### config.mk
export PLATFORM = sky130hd
export DESIGN_NAME = vigna_bus_arbiter_flat
export DESIGN_NICKNAME = d
export VERILOG_FILES = /design/src/rtl/vigna_bus_arbiter_if.sv /design/src/rtl/vigna_bus_arbiter.sv /design/src/flat_wrapper.sv
export SDC_FILE = /design/constraint.sdc
export NUM_CORES = 1
export LEC_CHECK = 0
export ABC_AREA = 1
export CORE_AREA = 5 5 123 125
export DETAILED_ROUTE_END_ITERATION = 10
export DIE_AREA = 0 0 128 130
export GPL_TIMING_DRIVEN = 0
export PLACE_DENSITY = 0.81
export RECOVER_POWER = 50
export SYNTH_ARGS = -nofsm -noshare
export SYNTH_HDL_FRONTEND = slang
export SYNTH_SLANG_ARGS = --single-unit
### constraint.sdc
create_clock -name clk -period 2.73 [get_ports clk]
set_input_delay 0.546 -clock clk [delete_from_list [all_inputs] [get_ports clk]]
set_output_delay 0.546 -clock clk [all_outputs]
set_load 0.01 [all_outputs]
### src/rtl/vigna_bus_arbiter_if.sv
// -----------------------------------------------------------------------------
// vigna_bus_arbiter_if
//   Bundles the instruction port, the data port and the shared memory bus of
//   the vigna two-master arbiter.
//   Modports:
//     slave  - the arbiter's view: it accepts core requests on i_* / d_*,
//              issues them on m_*, and reports aborts on bus_err.
//     master - the environment's view (core + memory side), the mirror image.
//   Signals:
//     i_valid/i_ready/i_addr/i_rdata                       instruction fetch port
//     d_valid/d_ready/d_addr/d_rdata/d_wdata/d_wstrb       data port (wstrb 0 = read)
//     m_valid/m_ready/m_addr/m_rdata/m_wdata/m_wstrb       shared bus
//     bus_err                                              one-cycle abort pulse
// -----------------------------------------------------------------------------
interface vigna_bus_arbiter_if;
  logic        i_valid;
  logic        i_ready;
  logic [31:0] i_addr;
  logic [31:0] i_rdata;

  logic        d_valid;
  logic        d_ready;
  logic [31:0] d_addr;
  logic [31:0] d_rdata;
  logic [31:0] d_wdata;
  logic [3:0]  d_wstrb;

  logic        m_valid;
  logic        m_ready;
  logic [31:0] m_addr;
  logic [31:0] m_rdata;
  logic [31:0] m_wdata;
  logic [3:0]  m_wstrb;

  logic        bus_err;

  modport slave (
    input  i_valid, i_addr,
    output i_ready, i_rdata,
    input  d_valid, d_addr, d_wdata, d_wstrb,
    output d_ready, d_rdata,
    output m_valid, m_addr, m_wdata, m_wstrb,
    input  m_ready, m_rdata,
    output bus_err
  );

  modport master (
    output i_valid, i_addr,
    input  i_ready, i_rdata,
    output d_valid, d_addr, d_wdata, d_wstrb,
    input  d_ready, d_rdata,
    input  m_valid, m_addr, m_wdata, m_wstrb,
    output m_ready, m_rdata,
    input  bus_err
  );
endinterface

### src/rtl/vigna_bus_arbiter.sv
// -----------------------------------------------------------------------------
// vigna_bus_arbiter
//   Merges the vigna core's instruction and data ports onto one shared memory
//   bus. One transaction is outstanding at a time: a request is registered onto
//   the shared bus, the slave's answer is captured, and the requesting port gets
//   a one-cycle ready pulse. A programmable timeout aborts a transaction whose
//   slave never answers, returning zero data and pulsing bus_err.
//   Parameters:
//     PRIORITY - 0: round-robin on ties, 1: data port wins every tie
//     TIMEOUT  - BUSY cycles before abort, 0 disables the timeout
//     CNT_W    - timeout counter width, TIMEOUT must be below 2**CNT_W
//   Ports:
//     clk    - clock, rising edge
//     resetn - asynchronous active-low reset
//     bus    - instruction, data and shared-bus signals (slave modport)
// -----------------------------------------------------------------------------
module vigna_bus_arbiter #(
  parameter int PRIORITY = 0,
  parameter int TIMEOUT  = 0,
  parameter int CNT_W    = 8
) (
  input  logic               clk,
  input  logic               resetn,
  vigna_bus_arbiter_if.slave bus
);

  typedef enum logic [1:0] {
    IDLE = 2'd0,
    BUSY = 2'd1,
    RESP = 2'd2
  } state_t;

  typedef enum logic {
    PORT_I = 1'b0,
    PORT_D = 1'b1
  } port_t;

  localparam logic [CNT_W-1:0] CNT_LAST = CNT_W'(TIMEOUT > 0 ? TIMEOUT - 1 : 0);

  state_t           state;
  state_t           state_d;
  port_t            last_grant;  // also the port owning the current transaction
  port_t            pick;
  logic             do_grant;
  logic             do_done;
  logic             do_abort;
  logic             timeout_hit;
  logic [CNT_W-1:0] cnt;

  logic        i_ready_q;
  logic [31:0] i_rdata_q;
  logic        d_ready_q;
  logic [31:0] d_rdata_q;
  logic        m_valid_q;
  logic [31:0] m_addr_q;
  logic [31:0] m_wdata_q;
  logic [3:0]  m_wstrb_q;
  logic        bus_err_q;

  // Arbitration: a lone requester always wins; on a tie either the data port
  // wins outright or the port that was not served last time wins.
  always_comb begin
    pick = PORT_I;
    if (bus.d_valid && !bus.i_valid) begin
      pick = PORT_D;
    end else if (bus.d_valid && bus.i_valid) begin
      if (PRIORITY != 0) pick = PORT_D;
      else               pick = (last_grant == PORT_I) ? PORT_D : PORT_I;
    end
  end

  assign timeout_hit = (TIMEOUT != 0) && (cnt == CNT_LAST);

  // NOTE: every signal written here gets a default first, so no path through
  // the case statement leaves one unassigned and no latch is inferred.
  always_comb begin
    state_d  = state;
    do_grant = 1'b0;
    do_done  = 1'b0;
    do_abort = 1'b0;
    case (state)
      IDLE: begin
        if (bus.i_valid || bus.d_valid) begin
          do_grant = 1'b1;
          state_d  = BUSY;
        end
      end
      BUSY: begin
        if (bus.m_ready) begin
          do_done = 1'b1;
          state_d = RESP;
        end else if (timeout_hit) begin
          do_abort = 1'b1;
          state_d  = RESP;
        end
      end
      RESP:    state_d = IDLE;
      default: state_d = IDLE;
    endcase
  end

  // NOTE: sequential state uses non-blocking assignments only, so every
  // register samples pre-edge values regardless of statement order.
  always_ff @(posedge clk or negedge resetn) begin
    if (!resetn) state <= IDLE;
    else         state <= state_d;
  end

  // NOTE: everything, including the rdata holding registers, is reset: the
  // outputs must read zero the moment resetn falls, not after a clock edge.
  always_ff @(posedge clk or negedge resetn) begin
    if (!resetn) begin
      last_grant <= PORT_D;  // makes the first tie go to the instruction port
      cnt        <= '0;
      i_ready_q  <= 1'b0;
      i_rdata_q  <= '0;
      d_ready_q  <= 1'b0;
      d_rdata_q  <= '0;
      m_valid_q  <= 1'b0;
      m_addr_q   <= '0;
      m_wdata_q  <= '0;
      m_wstrb_q  <= '0;
      bus_err_q  <= 1'b0;
    end else begin
      // Ready and error are single-cycle pulses.
      i_ready_q <= 1'b0;
      d_ready_q <= 1'b0;
      bus_err_q <= 1'b0;

      if (do_grant) begin
        last_grant <= pick;
        cnt        <= '0;
        m_valid_q  <= 1'b1;
        if (pick == PORT_D) begin
          m_addr_q  <= bus.d_addr;
          m_wdata_q <= bus.d_wdata;
          m_wstrb_q <= bus.d_wstrb;
        end else begin
          m_addr_q  <= bus.i_addr;
          m_wdata_q <= '0;
          m_wstrb_q <= '0;
        end
      end

      if (do_done || do_abort) begin
        m_valid_q <= 1'b0;
        m_wstrb_q <= '0;
        bus_err_q <= do_abort;
        // An aborted transaction returns zero instead of whatever is on m_rdata.
        if (last_grant == PORT_D) begin
          d_ready_q <= 1'b1;
          d_rdata_q <= do_done ? bus.m_rdata : 32'h0;
        end else begin
          i_ready_q <= 1'b1;
          i_rdata_q <= do_done ? bus.m_rdata : 32'h0;
        end
      end else if (state == BUSY) begin
        cnt <= cnt + CNT_W'(1);
      end
    end
  end

  assign bus.i_ready = i_ready_q;
  assign bus.i_rdata = i_rdata_q;
  assign bus.d_ready = d_ready_q;
  assign bus.d_rdata = d_rdata_q;
  assign bus.m_valid = m_valid_q;
  assign bus.m_addr  = m_addr_q;
  assign bus.m_wdata = m_wdata_q;
  assign bus.m_wstrb = m_wstrb_q;
  assign bus.bus_err = bus_err_q;

endmodule
### src/flat_wrapper.sv
// flat-port wrapper written by rule: the top's interface ports become plain ports
module vigna_bus_arbiter_flat 
#(
  parameter int PRIORITY = 0,
  parameter int TIMEOUT  = 0,
  parameter int CNT_W    = 8
)
  (clk, resetn, bus_i_valid, bus_i_addr, bus_i_ready, bus_i_rdata, bus_d_valid, bus_d_addr, bus_d_wdata, bus_d_wstrb, bus_d_ready, bus_d_rdata, bus_m_valid, bus_m_addr, bus_m_wdata, bus_m_wstrb, bus_m_ready, bus_m_rdata, bus_bus_err);
  vigna_bus_arbiter_if bus_i ();
  input  logic clk;
  input  logic resetn;
  input wire logic [$bits(bus_i.i_valid)-1:0] bus_i_valid;
  input wire logic [$bits(bus_i.i_addr)-1:0] bus_i_addr;
  output wire logic [$bits(bus_i.i_ready)-1:0] bus_i_ready;
  output wire logic [$bits(bus_i.i_rdata)-1:0] bus_i_rdata;
  input wire logic [$bits(bus_i.d_valid)-1:0] bus_d_valid;
  input wire logic [$bits(bus_i.d_addr)-1:0] bus_d_addr;
  input wire logic [$bits(bus_i.d_wdata)-1:0] bus_d_wdata;
  input wire logic [$bits(bus_i.d_wstrb)-1:0] bus_d_wstrb;
  output wire logic [$bits(bus_i.d_ready)-1:0] bus_d_ready;
  output wire logic [$bits(bus_i.d_rdata)-1:0] bus_d_rdata;
  output wire logic [$bits(bus_i.m_valid)-1:0] bus_m_valid;
  output wire logic [$bits(bus_i.m_addr)-1:0] bus_m_addr;
  output wire logic [$bits(bus_i.m_wdata)-1:0] bus_m_wdata;
  output wire logic [$bits(bus_i.m_wstrb)-1:0] bus_m_wstrb;
  input wire logic [$bits(bus_i.m_ready)-1:0] bus_m_ready;
  input wire logic [$bits(bus_i.m_rdata)-1:0] bus_m_rdata;
  output wire logic [$bits(bus_i.bus_err)-1:0] bus_bus_err;
  assign bus_i.i_valid = bus_i_valid;
  assign bus_i.i_addr = bus_i_addr;
  assign bus_i_ready = bus_i.i_ready;
  assign bus_i_rdata = bus_i.i_rdata;
  assign bus_i.d_valid = bus_d_valid;
  assign bus_i.d_addr = bus_d_addr;
  assign bus_i.d_wdata = bus_d_wdata;
  assign bus_i.d_wstrb = bus_d_wstrb;
  assign bus_d_ready = bus_i.d_ready;
  assign bus_d_rdata = bus_i.d_rdata;
  assign bus_m_valid = bus_i.m_valid;
  assign bus_m_addr = bus_i.m_addr;
  assign bus_m_wdata = bus_i.m_wdata;
  assign bus_m_wstrb = bus_i.m_wstrb;
  assign bus_i.m_ready = bus_m_ready;
  assign bus_i.m_rdata = bus_m_rdata;
  assign bus_bus_err = bus_i.bus_err;
  vigna_bus_arbiter #(.PRIORITY(PRIORITY), .TIMEOUT(TIMEOUT), .CNT_W(CNT_W)) u_core (.clk(clk), .resetn(resetn), .bus(bus_i));
endmodule
==> impl_metrics.json <==
{
  "synth_warnings": 0,
  "std_cell_rows": 43,
  "grt_max_degree": 80,
  "drive_above_1_share_pct": 5.21,
  "clock-sinks": 138,
  "antenna_found_initial": 2,
  "ys_seq_area_share_pct": 59.0,
  "io_buffers": 270,
  "fp.dieW_microns": 128,
  "whs_path_depth": 2,
  "syn_area_per_cell_sq_um": 7.99,
  "min_path_type": "flip-flop to flip-flop",
  "hold_viol_final": 0,
  "worstPathArrival_ns": 2.56,
  "p_leak_nw": 4.87,
  "grt_pass1_wl_microns": 29600,
  "reg2reg_depth": 7,
  "cts_inserted_buffers": 17,
  "vias_per_cell": 4.63,
  "ant_nets": 0,
  "maxSlewHeadroom_pct": -3.24,
  "num-nets-final": 1160,
  "die-area_sq_um": 16600,
  "cpMaxStageDelayCell": "dlygate4sd3_1",
  "p_per_area_nw_per_um2": 1120,
  "rsz0062_at_grt": "no",
  "placed_cell_area_sq_um": 8810,
  "drtPass1Iterations": 5,
  "crit_path_end_kind": "flip-flop",
  "cts_setup_buffers": 0,
  "cpPeakStageDelay_ns": 0.55,
  "crit_chain": "dlygate4sd3_1 > nand3_1 > clkbuf_1 > nor2_1 > clkbuf_1 > nand2_1 > nand2_1",
  "fillers": 1104,
  "status": "finished with violations",
  "netlist_area_sq_um": 5850,
  "core-area_sq_um": 13800,
  "cts_tree": "yes",
  "clockBufferDepth": 2,
  "htreeDepth": 4,
  "dp.cells": 1184,
  "violations": "capacitance limit, slew limit",
  "fin_crit_ns": 2.21,
  "insertion_delay_ns": 0.42,
  "layout.cells.non_filler": 1218,
  "maxSlewViolCount": 60,
  "wl_per_cell_microns": 15.5,
  "fmax_mhz": 453,
  "gp_congestion": 0.867,
  "finClkSkew_ns": 0.0129,
  "syn_nets": 870,
  "routed_wl_microns": 18900,
  "ys_ff_latch": 138,
  "cts_resized": 0,
  "synth.distinct_cells": 17,
  "drt-initial-drc-count": 371,
  "p_total_mw": 10.5,
  "hpwl_microns": 14100,
  "clk_pin_slew_ns": 0.06,
  "max_cap_violations": 1,
  "drcViolationCount": 0,
  "dieHeight_microns": 130,
  "crit_type": "primary input to flip-flop",
  "grt_pass1_vias": 5590,
  "cp-start-kind": "primary input",
  "root_buffer": "clkbuf_16",
  "setup_violations": 0,
  "num_vias": 5645,
  "peakVddDrop_mv": 0.648,
  "track_usage_pct": 22.9,
  "synthToLayoutAreaGrowth_pct": 60.8,
  "cts_hold_buf": 0,
  "worst_pin_slew_ns": 1.55,
  "worstPathMaxFanout": 10,
  "required_ns": 3.09,
  "fin_area_sq_um": 9410,
  "initial_core_util_pct": 42.5,
  "grt_overflow": 0,
  "syn_inst": 733,
  "ios": 273,
  "rrSetupSlack_ns": 0.78,
  "timing.final.crit_share_pct": 80.9
}
synth_stat cells (all sizes together):
master,number,area share [%]
clkbuf,10,0.64
dfstp,1,0.45
o31ai,1,0.13
conb,1,0.064
dfrtp,137,59
o21ai,1,0.085
inv,74,4.7
buf,27,2.6
nor2,8,0.85
nand3,69,5.9
nand2,404,26
worst paths after layout:
kind,startpoint,end
worst max-delay path,bus_m_ready,u_core.bus.d_rdata[13]
worst min-delay path,u_core.bus.d_rdata[12],u_core.bus.d_rdata[12]
worst max register to register,u_core.state[1],u_core.bus.d_rdata[13]
worst min register to register,u_core.bus.d_rdata[12],u_core.bus.d_rdata[12]
max in group asynchronous,resetn,u_core.bus.d_rdata[21]
min in group asynchronous,resetn,u_core.bus.m_addr[9]
state kept, by name, indices dropped and copies added, names as in the netlist:
| name | cells |
|---|---|
| u_core.bus.d_rdata | 32 |
| u_core.bus.i_rdata | 32 |
| u_core.bus.m_addr | 32 |
| u_core.bus.m_wdata | 32 |
| u_core.bus.m_wstrb | 4 |
| u_core.state | 2 |
| u_core.bus.d_ready | 1 |
| u_core.bus.i_ready | 1 |
| u_core.bus.m_valid | 1 |
| u_core.last_grant | 1 |
per-layer routing:
layer	share of wire [%]	track usage [%]
met5	0	0
met1	38	28.1
met4	3.9	10.0
met3	7.0	6.22
met2	51	38.3
cell families after synthesis:
logic type / count (synthesis) / share of synthesized area [%]
other: 1 / 0.0641
DFF: 138 / 59.0
and+or+nand+nor: 481 / 32.7
buffers and inverters: 111 / 7.95
AOI/OAI and AO/OA: 2 / 0.214
cells in the final DEF (no fill, tap or decap):
master,count
nor2_1,7
buf_4,4
inv_2,2
clkinvlp_4,3
bufinv_16,4
conb_1,1
buf_1,2
clkbuf_16,17
o21ai_0,1
diode_2,2
buf_16,1
clkdlybuf4s50_1,267
nand2_1,403
dfstp_2,1
clkinv_4,4
inv_6,3
clkbuf_2,1
buf_2,11
nand3_1,69
nor2_4,1
inv_8,1
o31ai_1,1
dfrtp_1,137
dlygate4sd3_1,2
inv_1,72
nand2_2,1
clkbuf_1,20
report_power, final:
part | switching [mW] | internal (mW) | leakage, nW | total [mW]
sequential | 0.525 | 3.01 | 1.74 | 3.53
combinational | 2.21 | 2.28 | 2.83 | 4.49
clock | 0.937 | 1.55 | 0.303 | 2.49
cell type report:
| cell class | instances | area (sq um) | area share, % |
|---|---|---|---|
| diodes | 2 | 5.00 | 0.0532 |
| plain buffers | 37 | 168 | 1.78 |
| clock buffers | 17 | 425 | 4.52 |
| clock inverters | 15 | 215 | 2.29 |
| inverters | 74 | 278 | 2.95 |
| multi-input cells | 484 | 1920 | 20.4 |
| flip-flops and latches | 138 | 3450 | 36.7 |
| well taps | 180 | 225 | 2.39 |
| repair buffers | 271 | 2730 | 28.9 |
through the flow:
stage	util, %	worst slack, ns	setup TNS, ns	hold WS, ns
after floorplan	-	1.35	0	0.250
after global placement	63.8	-4.44	-608.42	0.453
after detailed placement	64.0	0.616	0	0.457
after CTS	68.6	0.795	0	0.125
after global routing	68.4	0.407	0	0.491
final	68.4	0.521	0	0.466
worst max-delay path: cells and delay by family:
family                 cells  cell delay (ns)
buffers and inverters      3             1.25
AND/OR/NAND/NOR            4             0.77
Note: power is estimated with default switching activity, not from simulation.
